**src/rtl/perf_counter_reader.sv**
```systemverilog
// perf_counter_reader
//   AXI4-Lite read-only master that snapshots a performance-counter bank.
//   A start pulse reads NUM_WORDS consecutive 32-bit words from BASE_ADDR,
//   one transaction at a time, into a local buffer. The buffer is exposed on
//   a combinational random-access port (rd_idx -> rd_data).
//
//   Ports
//     clk, rst           clock, synchronous active-high reset
//     start              1-cycle snapshot request (dropped while busy)
//     busy, done, err    status: busy AR/R/DONE, 1-cycle done, sticky err
//     rd_idx, rd_data    buffer read port (0 for rd_idx >= NUM_WORDS)
//     m_axi_ar*, m_axi_r*  AXI4-Lite read channels
//     m_axi_aw*, m_axi_w*, m_axi_b*  write channels, tied off
//
//   Optional feature: define PERF_READER_TIMEOUT_EN to add an R-channel
//   watchdog. After TIMEOUT_CYCLES cycles without rvalid the current word is
//   filled with 32'hDEADBEEF, err is set and the snapshot ends early.
module perf_counter_reader #(
    parameter logic [31:0] BASE_ADDR      = 32'h0000_0000,
    parameter int          NUM_WORDS      = 32,
    parameter int          TIMEOUT_CYCLES = 255
) (
    input  logic        clk,
    input  logic        rst,
    input  logic        start,
    output logic        busy,
    output logic        done,
    output logic        err,
    input  logic [4:0]  rd_idx,
    output logic [31:0] rd_data,
    output logic [31:0] m_axi_araddr,
    output logic        m_axi_arvalid,
    input  logic        m_axi_arready,
    input  logic [31:0] m_axi_rdata,
    input  logic [1:0]  m_axi_rresp,
    input  logic        m_axi_rvalid,
    output logic        m_axi_rready,
    output logic        m_axi_awvalid,
    output logic        m_axi_wvalid,
    output logic        m_axi_bready,
    output logic [31:0] m_axi_awaddr,
    output logic [31:0] m_axi_wdata,
    output logic [3:0]  m_axi_wstrb
);

    typedef enum logic [1:0] {S_IDLE, S_AR, S_R, S_DONE} state_t;

    localparam logic [4:0] LAST_IDX = 5'(NUM_WORDS - 1);

    state_t              state_q, state_d;
    logic [4:0]          idx_q, idx_d;
    logic                err_q, err_d;
    logic                busy_q, busy_d;
    logic                done_q, done_d;
    logic                arvalid_q, arvalid_d;
    logic                rready_q, rready_d;
    logic [31:0]         araddr_q, araddr_d;
    // Always 32 entries; entries at or above NUM_WORDS are never written and
    // stay zero, so the read port needs no out-of-range indexing.
    logic [31:0][31:0]   buf_q, buf_d;
    logic [4:0]          idx_nxt;
`ifdef PERF_READER_TIMEOUT_EN
    logic [15:0]         wd_q, wd_d;
`endif

    assign idx_nxt = idx_q + 5'd1;

    always_comb begin
        state_d   = state_q;
        idx_d     = idx_q;
        err_d     = err_q;
        busy_d    = busy_q;
        done_d    = 1'b0;
        arvalid_d = 1'b0;
        rready_d  = 1'b0;
        araddr_d  = araddr_q;
        buf_d     = buf_q;
`ifdef PERF_READER_TIMEOUT_EN
        wd_d      = wd_q;
`endif
        // Outputs are registered: each branch sets the values the next state
        // will present, so arvalid/rready/busy/done line up with state_q.
        case (state_q)
            S_IDLE: begin
                busy_d = 1'b0;
                if (start) begin
                    state_d   = S_AR;
                    idx_d     = 5'd0;
                    err_d     = 1'b0;
                    busy_d    = 1'b1;
                    arvalid_d = 1'b1;
                    araddr_d  = BASE_ADDR;
                end
            end
            S_AR: begin
                arvalid_d = 1'b1;
                if (m_axi_arready) begin
                    state_d   = S_R;
                    arvalid_d = 1'b0;
                    rready_d  = 1'b1;
`ifdef PERF_READER_TIMEOUT_EN
                    wd_d      = 16'd0;
`endif
                end
            end
            S_R: begin
                rready_d = 1'b1;
                if (m_axi_rvalid) begin
                    // Data is kept even on an error response.
                    buf_d[idx_q] = m_axi_rdata;
                    if (m_axi_rresp != 2'b00) err_d = 1'b1;
                    rready_d = 1'b0;
                    if (idx_q == LAST_IDX) begin
                        state_d = S_DONE;
                        done_d  = 1'b1;
                    end else begin
                        state_d   = S_AR;
                        idx_d     = idx_nxt;
                        arvalid_d = 1'b1;
                        araddr_d  = BASE_ADDR + {25'd0, idx_nxt, 2'b00};
                    end
                end
`ifdef PERF_READER_TIMEOUT_EN
                else if (wd_q == 16'(TIMEOUT_CYCLES - 1)) begin
                    // This is the TIMEOUT_CYCLES-th empty cycle: give up.
                    buf_d[idx_q] = 32'hDEAD_BEEF;
                    err_d        = 1'b1;
                    rready_d     = 1'b0;
                    state_d      = S_DONE;
                    done_d       = 1'b1;
                end else begin
                    wd_d = wd_q + 16'd1;
                end
`endif
            end
            S_DONE: begin
                state_d = S_IDLE;
                busy_d  = 1'b0;
            end
            default: begin
                state_d = S_IDLE;
                busy_d  = 1'b0;
            end
        endcase
    end

    always_ff @(posedge clk) begin
        if (rst) begin
            state_q   <= S_IDLE;
            idx_q     <= 5'd0;
            err_q     <= 1'b0;
            busy_q    <= 1'b0;
            done_q    <= 1'b0;
            arvalid_q <= 1'b0;
            rready_q  <= 1'b0;
            araddr_q  <= 32'd0;
            buf_q     <= '0;
`ifdef PERF_READER_TIMEOUT_EN
            wd_q      <= 16'd0;
`endif
        end else begin
            state_q   <= state_d;
            idx_q     <= idx_d;
            err_q     <= err_d;
            busy_q    <= busy_d;
            done_q    <= done_d;
            arvalid_q <= arvalid_d;
            rready_q  <= rready_d;
            araddr_q  <= araddr_d;
            buf_q     <= buf_d;
`ifdef PERF_READER_TIMEOUT_EN
            wd_q      <= wd_d;
`endif
        end
    end

    assign rd_data = ({1'b0, rd_idx} < 6'(NUM_WORDS)) ? buf_q[rd_idx] : 32'd0;

    assign busy          = busy_q;
    assign done          = done_q;
    assign err           = err_q;
    assign m_axi_araddr  = araddr_q;
    assign m_axi_arvalid = arvalid_q;
    assign m_axi_rready  = rready_q;
    assign m_axi_awvalid = 1'b0;
    assign m_axi_wvalid  = 1'b0;
    assign m_axi_bready  = 1'b1;
    assign m_axi_awaddr  = 32'd0;
    assign m_axi_wdata   = 32'd0;
    assign m_axi_wstrb   = 4'd0;

endmodule

```
**config.mk**
```make
export PLATFORM = sky130hd
export DESIGN_NAME = perf_counter_reader
export DESIGN_NICKNAME = d
export VERILOG_FILES = /design/src/rtl/perf_counter_reader.sv
export SDC_FILE = /design/constraint.sdc
export NUM_CORES = 2
export LEC_CHECK = 0
export CORE_MARGIN = 10
export CORE_UTILIZATION = 29
export DETAILED_ROUTE_END_ITERATION = 12
export HOLD_SLACK_MARGIN = 0.03
export SLEW_MARGIN = 10
export SYNTH_ARGS = -nofsm -noshare
export SYNTH_HDL_FRONTEND = slang
export SYNTH_SLANG_ARGS = --single-unit
```
**constraint.sdc**
```tcl
create_clock -name clk -period 2.86 [get_ports clk]
set_input_delay 0.572 -clock clk [delete_from_list [all_inputs] [get_ports clk]]
set_output_delay 0.572 -clock clk [all_outputs]
set_load 0.01 [all_outputs]
```
# Yosys cells after proc, flatten, opt, wreduce, memory -nomap -nowiden
# Index checks and enable logic that the tools add are counted.
[totals]
output_inout_bits = 140
reg_bits = 1068
wordCells = 97
input_bits = 44
[op_classes]
n_bitwise = 2
add_sub_neg = 1
n_reduce_logical = 10
n_lt_le_gt_ge = 3
n_eq_ne = 9
muxes = 32
[ops]
columns = ["cell", "n"]
rows = [
  ["bitwise mux 1024 bit", 1],
  ["binary-select mux 32 bit (select 5 bit)", 1],
  ["demux 32 bit (select 5 bit)", 1],
  ["2-to-1 mux 32 bit", 5],
  ["one-hot mux 32 bit (2 select lines)", 1],
  ["2-to-1 mux 5 bit", 3],
  ["less-than comparator 5 x 6 -> 1 bit, second input constant", 2],
  ["2-to-1 mux 1 bit", 10],
  ["!= test 2 bit, second input constant", 5],
  ["one-hot mux 5 bit (2 select lines)", 1],
  ["2-to-1 mux 2 bit", 4],
  ["one-hot mux 2 bit (4 select lines)", 1],
  ["AND reduction 4 bit", 2],
  ["one-hot mux 1 bit (2 select lines)", 3],
  ["nonzero test 2 bit", 3],
  ["adder 5 x 1 -> 5 bit, second input constant", 1],
  ["== test 5 bit, second input constant", 1],
  ["greater-or-equal comparator 5 x 1 -> 1 bit, second input constant", 1],
  ["== test 2 bit, second input constant", 2],
  ["one-hot mux 1 bit (3 select lines)", 1],
  ["AND reduction 3 bit", 1],
  ["OR reduction 3 bit", 1],
  ["== test 2 x 1 -> 1 bit, second input constant", 1],
  ["zero test 2 bit", 1],
  ["3 further kinds", 4],
]

# Logic depth before layout (Yosys ltp)
[logic_depth]
word_depth = 5
mapped_depth = 9
ltp_nobuf = 8

# Worst setup path before layout
# OpenSTA, ideal clock, no wires.
[synth_path]
path_kind = "input to output"
from = "input rd_idx[1]"
to = "output rd_data[0]"
slack_ps = 514
cell_stages = 8
arrival_time_ps = 1774
required_ps = 2288
path_buffers = 4
cell_sequence = "buf_2 buf_4 buf_4 buf_2 mux2i_1 nand2_1 a31oi_1 nand3_1"
[synth_via]
elab_chain_cells = 2
[synth_lines]
columns = ["element", "line_no", "text"]
rows = [
  ["start: declaration", "29", "input logic [4:0] rd_idx,"],
  ["binary-select mux 32 bit (select 5 bit)", "177", "assign rd_data = ({1'b0, rd_idx} < 6'(NUM_WORDS)) ? buf_q[rd_idx] : 32'd0;"],
  ["2-to-1 mux 32 bit (implied by the code)", "177", ""],
  ["end: declaration", "30", "output logic [31:0] rd_data,"],
]
# No other way between the ends. The select of a mux whose other input is x is not followed.

# Worst setup path after layout
[layout_path]
from = "input rd_idx[1]"
to = "output rd_data[29]"
# Same word-level chain as after synthesis.

==> flow_metrics.py <==
metrics = {
    "run_status": {
        "status": "complete, but fails checks",
        "violations": "setup timing",
    },
    "pwr": {
        "irDropWorstVdd_mv": 0.430,
        "internal_power_mw": 23.8,
        "leakagePower_nw": 20.1,
        "finalPower_mw": 31.6,
        "power_density_nw_per_um2": 557,
        "clockPowerShare_pct": 44.8,
        "power_frac_seq_pct": 45.9,
        "pwr-share-comb_pct": 9.2,
        "swShare_pct": 24.8,
        "switching_power_mw": 7.83,
    },
    "synth": {
        "synth-edff-count": 0,
        "syn_area_sq_um": 45800,
        "syn_area_per_cell_sq_um": 7.73,
        "synth-warning-count": 0,
        "yosys.cell_types.count": 36,
        "ys.flop_type": "dfxtp_1",
        "ys_ff_latch": 1036,
        "synth_cells": 5930,
        "ys_seq_area_share_pct": 45.3,
        "synthArstFlopShare_pct": 0,
    },
    "clocking": {
        "cts_buffers": 99,
        "cts_max_path_buffers": 3,
        "insertion_delay_ps": 720,
        "cts.sinks": 1036,
        "cts_tree": "yes",
        "cts_root_buf": "clkbuf_16",
        "clk_pin_slew_ps": 60,
        "htreeDepth": 3,
    },
    "sta": {
        "hold_viol": 0,
        "fin_crit_ps": 2880,
        "hold_slack_ps": 264,
        "rsz0062_at_grt": "true",
        "fin_worst_skew_ps": 22.1,
        "max-slew-margin-rel_pct": 58.6,
        "fin_ws_ps": -15.6,
        "finalSetupTns_ps": -26.5,
        "worst_pin_slew_ps": 621,
        "final_max_slew_viol_count": 0,
        "finalSetupViolCount": 3,
        "fin_crit_sh_pct": 101,
        "max_freq_mhz": 348,
    },
    "global_routing": {
        "antenna_found_initial": 1,
        "grt_pass1_vias": 39700,
        "grt_util_all_layers_pct": 18.6,
        "grt_max_degree": 113,
        "grt_pass1_wl_microns": 255000,
        "globalRouteOverflowTotal": 0,
    },
    "place": {
        "placed_cells": 8013,
        "post-place-ws_ps": -1080,
        "gp_congestion": 0.923,
        "portBuffers": 85,
        "hpwl_microns": 107000,
        "place_area_sq_um": 51100,
    },
    "drt": {
        "drtIter0Drc": 4669,
        "drt_first_pass_iters": 6,
        "drt_wl_total_microns": 172000,
        "route.detailed.drc": 0,
        "vias": 42500,
        "wl_per_cell_microns": 20.8,
        "avgViaCountPerCell": 5.14,
        "antenna_left": 0,
    },
    "layout": {
        "area_growth_pct": 24.0,
        "fin_area_sq_um": 56800,
        "layout-drive-gt1-share_pct": 15.1,
        "fin_util_pct": 36.3,
        "nets": 6173,
        "final_cells": 8263,
    },
    "die": {
        "die-width_microns": 417,
        "core_area_sq_um": 157000,
        "dieHeight_microns": 417,
        "ioPinCount": 184,
        "num_rows": 145,
        "dieArea_sq_um": 174000,
        "start_util_pct": 29.3,
    },
    "setup_path": {
        "crit_family": "buffers and inverters",
        "cp-end-kind": "output port",
        "cp_cell_sequence": "buf_16 > buf_8 > buf_12 > mux2i_1 > a22o_1 > nor3_2 > a31oi_1 > nand3_1 > clkbuf_2",
        "crit_slowest_cell": "mux2i_1",
        "slowest_delay_ps": 340,
        "worst_ep_required_time_ps": 2290,
        "critPathLaunchType": "primary input",
        "critPathKind": "primary input to output port",
        "path_max_fanout": 12,
        "arrival_ps": 2300,
        "critPathBufInv": 4,
    },
    "hold_path": {
        "hold_path_class": "primary input to flip-flop",
    },
    "job": {
        "cap_viol_max_count": 0,
    },
}
[what timing repair did]
| action | in CTS | in global routing |
|---|---|---|
| gates resized for setup | 282 | 113 |
| cloned | 18 | 8 |
| hold buffers | 0 | 0 |
| pin swaps | 36 | 39 |
| setup endpoints to repair | 35 | 31 |
| buffers inserted | 39 | 5 |
[final timing paths]
kind | startpoint | to | slack [ps] | depth (start not counted)
max | rd_idx[1] | rd_data[29] | -20 | 9
min | rst | busy | 260 | 2
max reg2reg | state_q[0] | buf_q[626] | 560 | 8
min reg2reg | buf_q[147] | buf_q[147] | 450 | 2
[cells by family after synthesis]
kind of cell / Yosys count / synth area share, %
AND/OR/NAND/NOR: 2404 / 20.6
other: 2 / 0.0164
buffers and inverters: 641 / 6.97
flip-flops: 1036 / 45.3
multiplexers: 513 / 11.2
adder cells (fa/ha/maj): 9 / 0.246
XOR/XNOR: 2 / 0.0382
AO/OA/AOI/OAI: 1323 / 15.6
[routing by layer]
layer / up-vias / GRT usage, % / part of all wire [%]
li1: 19800 / - / -
met1: 20500 / 24.1 / 41
met2: 1861 / 30.5 / 46
met3: 335 / 2.91 / 8.5
met4: 0 / 8.21 / 4.5
met5: - / 0 / 0
[layout by cell type, fill, tap and decap left out, drive strengths merged, types with 8 or more instances in the layout]
master / Yosys / final
nand2: 2185 / 2185
a21oi: 1128 / 1128
dfxtp: 1036 / 1036
buf: 359 / 559
mux2i: 513 / 513
clkbuf: 278 / 158
nand3: 104 / 104
conb: 2 / 98
a22oi: 96 / 96
a22o: 64 / 64
clkdlybuf4s50: 0 / 47
nor2: 44 / 44
nor3: 37 / 37
a31oi: 32 / 32
clkinv: 0 / 21
bufinv: 0 / 12
ha: 9 / 9
inv: 4 / 8
[Yosys cell counts (all sizes together), types with 4 or more instances]
cell / n / area [sq um]
nand2b: 5 / 31.3
nor3: 37 / 185
ha: 9 / 113
nand3: 104 / 571
buf: 359 / 2130
clkbuf: 278 / 1040
a21oi: 1128 / 5650
nand2: 2185 / 8200
a22o: 64 / 561
and3: 6 / 37.5
a22oi: 96 / 721
a31oi: 32 / 200
mux2i: 513 / 5130
nor2: 44 / 260
nor2b: 6 / 37.5
nor3b: 5 / 37.5
dfxtp: 1036 / 20700
inv: 4 / 15.0
[flip-flops by register name, summed over array words and instances (netlist names)]
signal,count
busy,1
done,1
m_axi_rready,1
m_axi_araddr,5
err,1
m_axi_arvalid,1
buf_q,1024
state_q,2
[area by class of cell]
type / count / area (sq um)
Tap cell: 2058 / 2570
Fill cell: 15800 / 99800
Multi-Input combinational cell: 4350 / 23200
Sequential cell: 1036 / 20800
Clock inverter: 41 / 557
Clock buffer: 144 / 2920
Timing Repair Buffer: 629 / 6790
Inverter: 4 / 15.0
Antenna cell: 1 / 2.50
[power by group through the flow]
stage	Combinational [mW]	Clock [mW]	Sequential (mW)
2_1_floorplan	1.53	0	14.8
3_3_place_gp	2.48	0	14.8
3_5_place_dp	2.51	0	14.8
4_1_cts	2.78	14.3	14.5
5_1_grt	3.04	14.8	14.5
6_report	2.92	14.2	14.5
Note: power is estimated with default switching activity, not from simulation.
